## src/rtl/pc_sequencer_if.sv

```systemverilog
`default_nettype none
// +--------------------------------------------------------------------------+
// | Module      : pc_sequencer_if                                            |
// | Description : Fetch-side valid/ready bus between the PC sequencer and    |
// |               the instruction cache.                                     |
// | Revision    : 1.0                                                        |
// +--------------------------------------------------------------------------+
interface pc_sequencer_if #(
  parameter int SIZE = 64
);
  logic            pc_valid;
  logic            pc_ready;
  logic [SIZE-1:0] pc;
  logic [SIZE-1:0] pc_next_seq;

  modport master (
    output pc_valid,
    output pc,
    output pc_next_seq,
    input  pc_ready
  );

  modport slave (
    input  pc_valid,
    input  pc,
    input  pc_next_seq,
    output pc_ready
  );
endinterface : pc_sequencer_if
`default_nettype wire

```

## src/rtl/pc_sequencer.sv

```systemverilog
`default_nettype none
// +--------------------------------------------------------------------------+
// | Module      : pc_sequencer                                               |
// | Description : Registered MIPS64 fetch PC with stall-aware advance and    |
// |               branch/exception redirect. PC_ALIGN_CHECK_EN turns a       |
// |               misaligned branch target into an exception redirect.       |
// | Revision    : 1.0                                                        |
// +--------------------------------------------------------------------------+
module pc_sequencer #(
  parameter int          SIZE         = 64,
  parameter logic [63:0] STEP         = 64'd4,
  parameter logic [63:0] RESET_VECTOR = 64'hFFFF_FFFF_BFC0_0000,
  parameter logic [63:0] EXC_VECTOR   = 64'hFFFF_FFFF_BFC0_0380
) (
  input  wire logic            clk,
  input  wire logic            rst_n,
  input  wire logic            halt_i,
  input  wire logic            br_valid_i,
  input  wire logic [SIZE-1:0] br_target_i,
  input  wire logic            exc_req_i,
  pc_sequencer_if.master       fetch,
  output logic      [SIZE-1:0] epc_o,
  output logic                 exc_misalign_o
);

  localparam logic [SIZE-1:0] c_step       = STEP[SIZE-1:0];
  localparam logic [SIZE-1:0] c_reset_vec  = RESET_VECTOR[SIZE-1:0];
  localparam logic [SIZE-1:0] c_exc_vec    = EXC_VECTOR[SIZE-1:0];
  // STEP is a power of two, so STEP-1 selects exactly the low log2(STEP) bits.
  localparam logic [SIZE-1:0] c_align_mask = c_step - SIZE'(1);

  typedef enum logic [1:0] {
    ST_BOOT = 2'd0,
    ST_RUN  = 2'd1,
    ST_HALT = 2'd2
  } state_t;

  state_t          state_q, state_d;
  logic [SIZE-1:0] pc_q, pc_d;
  logic [SIZE-1:0] epc_q, epc_d;
  logic            misalign_d;
  logic [SIZE-1:0] w_br_aligned;

  assign w_br_aligned = br_target_i & ~c_align_mask;

`ifdef PC_ALIGN_CHECK_EN
  logic misalign_q;
  logic w_br_misalign;

  assign w_br_misalign  = |(br_target_i & c_align_mask);
  assign exc_misalign_o = misalign_q;
`else
  assign exc_misalign_o = 1'b0;
`endif

  always_comb begin
    state_d    = state_q;
    pc_d       = pc_q;
    epc_d      = epc_q;
    misalign_d = 1'b0;
    case (state_q)
      ST_BOOT: state_d = ST_RUN;
      ST_RUN: begin
        if (exc_req_i) begin
          pc_d  = c_exc_vec;
          epc_d = pc_q;
        end else if (br_valid_i) begin
`ifdef PC_ALIGN_CHECK_EN
          if (w_br_misalign) begin
            pc_d       = c_exc_vec;
            epc_d      = br_target_i;
            misalign_d = 1'b1;
          end else begin
            pc_d = br_target_i;
          end
`else
          pc_d = w_br_aligned;
`endif
        end else if (fetch.pc_ready) begin
          pc_d = pc_q + c_step;
        end
        if (halt_i) state_d = ST_HALT;
      end
      ST_HALT: begin
        // Exceptions must still be taken while halted; branches are not.
        if (exc_req_i) begin
          pc_d    = c_exc_vec;
          epc_d   = pc_q;
          state_d = ST_RUN;
        end else if (!halt_i) begin
          state_d = ST_RUN;
        end
      end
      default: state_d = ST_BOOT;
    endcase
  end

  always_ff @(posedge clk or negedge rst_n) begin
    if (!rst_n) begin
      state_q <= ST_BOOT;
      pc_q    <= c_reset_vec;
      epc_q   <= '0;
    end else begin
      state_q <= state_d;
      pc_q    <= pc_d;
      epc_q   <= epc_d;
    end
  end

`ifdef PC_ALIGN_CHECK_EN
  always_ff @(posedge clk or negedge rst_n) begin
    if (!rst_n) misalign_q <= 1'b0;
    else        misalign_q <= misalign_d;
  end
`else
  logic w_unused;
  assign w_unused = misalign_d;
`endif

  assign fetch.pc_valid    = (state_q == ST_RUN);
  assign fetch.pc          = pc_q;
  assign fetch.pc_next_seq = pc_q + c_step;
  assign epc_o             = epc_q;

endmodule : pc_sequencer
`default_nettype wire

```

## src/flat_wrapper.sv

```systemverilog
// flat-port wrapper written by rule: the top's interface ports become plain ports
module pc_sequencer_flat 
#(
  parameter int          SIZE         = 64,
  parameter logic [63:0] STEP         = 64'd4,
  parameter logic [63:0] RESET_VECTOR = 64'hFFFF_FFFF_BFC0_0000,
  parameter logic [63:0] EXC_VECTOR   = 64'hFFFF_FFFF_BFC0_0380
)
  (clk, rst_n, halt_i, br_valid_i, br_target_i, exc_req_i, epc_o, exc_misalign_o, fetch_pc_valid, fetch_pc, fetch_pc_next_seq, fetch_pc_ready);
  pc_sequencer_if #(.SIZE(SIZE)) fetch_i ();
  input  wire logic clk;
  input  wire logic rst_n;
  input  wire logic halt_i;
  input  wire logic br_valid_i;
  input  wire logic [SIZE-1:0] br_target_i;
  input  wire logic exc_req_i;
  output logic      [SIZE-1:0] epc_o;
  output logic exc_misalign_o;
  output wire logic [$bits(fetch_i.pc_valid)-1:0] fetch_pc_valid;
  output wire logic [$bits(fetch_i.pc)-1:0] fetch_pc;
  output wire logic [$bits(fetch_i.pc_next_seq)-1:0] fetch_pc_next_seq;
  input wire logic [$bits(fetch_i.pc_ready)-1:0] fetch_pc_ready;
  assign fetch_pc_valid = fetch_i.pc_valid;
  assign fetch_pc = fetch_i.pc;
  assign fetch_pc_next_seq = fetch_i.pc_next_seq;
  assign fetch_i.pc_ready = fetch_pc_ready;
  pc_sequencer #(.SIZE(SIZE), .STEP(STEP), .RESET_VECTOR(RESET_VECTOR), .EXC_VECTOR(EXC_VECTOR)) u_core (.clk(clk), .rst_n(rst_n), .halt_i(halt_i), .br_valid_i(br_valid_i), .br_target_i(br_target_i), .exc_req_i(exc_req_i), .fetch(fetch_i), .epc_o(epc_o), .exc_misalign_o(exc_misalign_o));
endmodule
```

## config.mk

```make
export PLATFORM = sky130hd
export DESIGN_NAME = pc_sequencer_flat
export DESIGN_NICKNAME = d
export VERILOG_FILES = /design/src/rtl/pc_sequencer_if.sv /design/src/rtl/pc_sequencer.sv /design/src/flat_wrapper.sv
export SDC_FILE = /design/constraint.sdc
export NUM_CORES = 1
export LEC_CHECK = 0
export CELL_PAD_IN_SITES_DETAIL_PLACEMENT = 0
export CELL_PAD_IN_SITES_GLOBAL_PLACEMENT = 2
export CORE_UTILIZATION = 28
export CTS_CLUSTER_DIAMETER = 80
export DETAILED_ROUTE_END_ITERATION = 8
export PLACE_DENSITY_LB_ADDON = 0.12
export SLEW_MARGIN = 0
export SYNTH_ARGS = -nofsm -noshare
export SYNTH_HDL_FRONTEND = slang
export SYNTH_SLANG_ARGS = --single-unit
```

## constraint.sdc

```tcl
create_clock -name clk -period 6.3 [get_ports clk]
set_input_delay 0.63 -clock clk [delete_from_list [all_inputs] [get_ports clk]]
set_output_delay 0.63 -clock clk [all_outputs]
set_load 0.005 [all_outputs]
```

# After elaboration in Yosys (flattened, before gate mapping)
# Index checks and enable logic that the tools add are counted.
[word_totals]
reg_bits = 130
out_inout_bits = 194
word_cells = 25
[op_classes]
n_addsub = 1
n_eq_ne = 6
muxes = 9
n_reduce_logical = 6
[op_table]
columns = ["operator", "n"]
rows = [
  ["$mux 64", 4],
  ["$pmux 64 s2", 1],
  ["$add 64x3->64 const B", 1],
  ["$mux 2", 3],
  ["$pmux 2 s3", 1],
  ["$ne 2x2->1 const B", 2],
  ["$ne 4x3->1 const B", 1],
  ["$reduce_and 2->1", 2],
  ["$ne 3x3->1 const B", 1],
  ["$reduce_and 3->1", 1],
  ["$eq 2x1->1 const B", 1],
  ["$eq 2x2->1 const B", 1],
  ["$logic_not 2->1", 1],
  ["$reduce_bool 2->1", 1],
  ["$reduce_or 2->1", 1],
]

# Longest topological paths before layout
[logic_depth]
word_depth = 5
depth_mapped = 9
ltp_nobuf = 8

# Worst setup path after synthesis
# No wires, ideal clock.
[synth_timing]
kind = "reg2out"
start = "reg u_core.pc_q[7] (netlist: u_core.fetch.pc[7])"
end = "out fetch_pc_next_seq[55]"
t_arrival_ps = 2487
required_time_ps = 5670
setup_slack_ps = 3183
stages_incl_launch_ff = 8
n_path_buf = 1
cell_sequence = "dfrtp_1 clkbuf_1 nand2_1 or4_4 or4_4 or4_4 nor3_4 xor2_1"
[synth_via]
elab_chain_len = 1
[synth_rtl]
columns = ["element", "line_no", "source"]
rows = [
  ["from (decl)", "pc_sequencer.sv:39", "logic [SIZE-1:0] pc_q, pc_d;"],
  ["from (signal assigned)", "pc_sequencer.sv:101", "pc_q <= c_reset_vec;"],
  ["from (signal assigned)", "pc_sequencer.sv:105", "pc_q <= pc_d;"],
  ["$add 64x3->64", "pc_sequencer.sv:122", "assign fetch.pc_next_seq = pc_q + c_step;"],
  ["to (decl)", "flat_wrapper.sv:21", "output wire logic [$bits(fetch_i.pc_next_seq)-1:0] fetch_pc_next_seq;"],
]
# Every way passes these cells.

# Final worst setup path
[layout_timing]
start = "reg u_core.pc_q[3] (netlist: u_core.fetch.pc[3])"
end = "out fetch_pc_next_seq[60]"
# The elaborated chain is that of the path after synthesis.

==> impl_metrics.csv <==
group,metric,value,unit
outcome,status,"complete, no violations",
floorplanning,core-area,25200,sq um
global_routing,grt_start_max_net_pins,73,
routing,drc,0,
clock_network,clockRootBuffer,"clkbuf_16",
logic_synthesis,seq_area_frac_synth,44.5,%
floorplanning,num_rows,58,
place,place.gp.congestion,0.734,
clock_network,htreeDepth,4,
sta,worstMarginPinSlew,1.13,ns
power,p_leak,4.10,nW
logic_synthesis,synth_edf_count,0,
floorplanning,io-pin-count,264,
power,seqPwrFrac,31.3,%
finish,syn_to_final_growth,48.2,%
logic_synthesis,ys_warn_count,0,
global_routing,met3_usage,3.92,%
routing,viasPerCell,5.04,
power,irDropWorstVdd,0.000337,V
clock_network,post_cts_buffers,0,
routing,routed_wl,28200,microns
finish,fin_nets,1086,
finish,layout_commonest_cell,"clkdlybuf4s50_1",
worst_setup_path,r2r_slack,2.95,ns
worst_setup_path,arrival,4.09,ns
power,combPwrFrac,46.4,%
clock_network,cts_hold_buf,0,
clock_network,clkTransAtPathRegs,0.06,ns
routing,vias,6834,
worst_setup_path,worstPathRequired,5.67,ns
global_routing,grt_pass1_wl,42800,microns
floorplanning,start_util,28.6,%
worst_hold_path,hold_path.class,"in -> async",
sta,min_period,4.72,ns
logic_synthesis,ys_types,54,
finish,drive_above_1_share,15.8,%
place,postPlaceCellArea,10000,sq um
clock_network,clk_path_buf_depth,2,
place,post-place-cells,1323,
sta,fin_crit_sh,74.8,%
power,clkPwrFrac,22.3,%
power,internal_power,2.99,mW
global_routing,grtUsageMet2,34.4,%
logic_synthesis,ys_ff_latch,126,
logic_synthesis,async_reset_ff_share,100,%
sta,rsz0062_at_grt,"no",
sta,final.setup_skew,0.0158,ns
routing,drt-initial-drc-count,452,
sta,finalSetupTns,0,ns
worst_setup_path,worst-path-max-fanout,10,
global_routing,grt_use_met1,30.0,%
global_routing,grt_overflow,0,
worst_setup_path,reg2reg_depth,8,
worst_setup_path,crit_path_end_kind,"primary output",
sta,final-max-slew-violation-count,0,
place,hpwlAfterDp,19200,microns
clock_network,ctsResizeCount,0,
logic_synthesis,synthesis.area,7200,sq um
sta,slew_headroom,24.9,%
logic_synthesis,synthFlopType,"dfrtp_1",
routing,wl_per_cell,20.8,microns
finish,final_cell_mix,"clkdlybuf4s50_1 (252), dfrtp_1 (85), nor2_1 (72), nand2_1 (67), a21oi_1 (59)",
worst_setup_path,start_kind,"flip-flop",
finish,instances_no_fill,1355,
global_routing,antenna_found_initial,0,
floorplanning,design.die.area,26400,sq um
power,power_switching_share,38.2,%
global_routing,busiest_layer,"met2",
routing,drtAntennaViolNets,0,
logic_synthesis,syn_avg_cell_area,9.19,sq um
floorplanning,fp.dieW,162,microns
finish,fin_area,10700,sq um
sta,hold_viol,0,
logic_synthesis,synthCells,783,
worst_setup_path,reg2reg_from,"u_core.fetch.pc[3]",
global_routing,grt.total_usage,21.6,%
clock_network,clk_latency,0.43,ns
sta,max_freq,212,MHz
global_routing,grt_pass1_vias,6731,
clock_network,cts_made_buffers,17,
place,port_buffers,254,
routing,drtPass1Iterations,4,
worst_setup_path,worstSetupPathType,"reg -> out",
job,maxCapViolCount,0,
finish,n_antenna_cell,0,
worst_setup_path,r2r_end,"u_core.fetch.pc[60]",
power,powerDensity,454,nW/um^2
sta,setup_viol,0,
clock_network,cts_tree,"yes",
floorplanning,die_h,162,microns
clock_network,numClockSinks,126,
power,power.net_switching,1.85,mW
sequential cells by signal, indices dropped and copies added, names as in the netlist:
name,cells
u_core.state_q,2
u_core.fetch.pc,62
u_core.epc_o,62
power groups by stage:
stage / Combinational (mW) / Clock, mW / Sequential (mW)
after detailed placement: 2.27 / 0 / 1.53
after floorplan: 1.15 / 0 / 1.37
final: 2.25 / 1.08 / 1.51
after CTS: 2.28 / 1.10 / 1.52
after global placement: 2.27 / 0 / 1.53
after global routing: 2.45 / 1.14 / 1.58
cell families after synthesis:
logic type | synth area share, %
AND/OR/NAND/NOR | 19.2
AO/OA/AOI/OAI | 14.8
flip-flops | 44.5
buffers and inverters | 4.80
XOR/XNOR | 7.30
multiplexers | 8.69
adder cells (fa/ha/maj) | 0.695
other | 0.0521
metrics by stage:
| step | util (%) | worst slack, ns | power [mW] | hold slack (ns) |
|---|---|---|---|---|
| after global placement | 39.9 | 2.09 | 3.80 | 0.462 |
| after detailed placement | 39.9 | 2.05 | 3.81 | 0.469 |
| after CTS | 42.4 | 1.56 | 4.91 | 0.249 |
| final | 42.4 | 1.58 | 4.84 | 0.176 |
| after floorplan | - | 3.18 | 2.53 | 0.334 |
| after global routing | 42.4 | 1.36 | 5.17 | 0.228 |
layer usage:
metal  up-vias  share of wire [%]
met5         -                  0
met3        19                5.0
met1      3327                 47
met2       227                 47
met4         0                1.1
li1       3261                  -
cells in the mapped netlist, types with 5 or more instances:
cell / instances / area share [%]
nor3_1: 22 / 1.5
a21oi_1: 59 / 4.1
nor4_1: 15 / 1.3
nor2_1: 73 / 3.8
o21ai_0: 50 / 3.5
o22a_1: 6 / 0.73
and3_1: 11 / 0.96
xnor2_1: 36 / 4.4
o21a_1: 7 / 0.73
o22ai_1: 22 / 1.9
clkbuf_1: 53 / 2.8
inv_1: 16 / 0.83
buf_4: 8 / 0.83
a311oi_1: 6 / 0.73
nand3_1: 32 / 2.2
or3_1: 5 / 0.43
dfstp_2: 41 / 15
mux2_2: 52 / 8.1
nand4_1: 29 / 2.5
nand2_1: 68 / 3.5
a22oi_1: 5 / 0.52
xor2_1: 24 / 2.9
dfrtp_1: 85 / 30
worst max-delay path by stage:
stage	start	to	slack (ns)	cells after the start
5_1_grt	u_core.fetch.pc[2]	fetch_pc_next_seq[60]	1.36	8
2_1_floorplan	u_core.fetch.pc[7]	fetch_pc_next_seq[55]	3.18	7
4_1_cts	u_core.fetch.pc[3]	fetch_pc_next_seq[60]	1.56	8
6_report	u_core.fetch.pc[3]	fetch_pc_next_seq[60]	1.58	8
3_5_place_dp	u_core.fetch.pc[2]	fetch_pc_next_seq[60]	2.05	8
3_3_place_gp	u_core.fetch.pc[3]	fetch_pc_next_seq[60]	2.09	8
critical path, stage by stage, from the launching register on:
cell	delay, ns
dfrtp_1	0.44
ha_1	0.31
nand4_1	0.42
nor4_2	0.30
buf_4	0.21
nand4_1	0.54
nor4_1	0.70
xnor2_1	0.19
clkdlybuf4s50_1	0.54
area by class of cell:
cell class              instances  area [sq um]
clock buffers                  20           467
clock inverters                12           158
fillers                      2518         14500
inverters                      17          63.8
multi-input cells             580          3710
flip-flops and latches        126          3200
well taps                     330           413
repair buffers                270          2660
(Power assumes the default switching activity.)
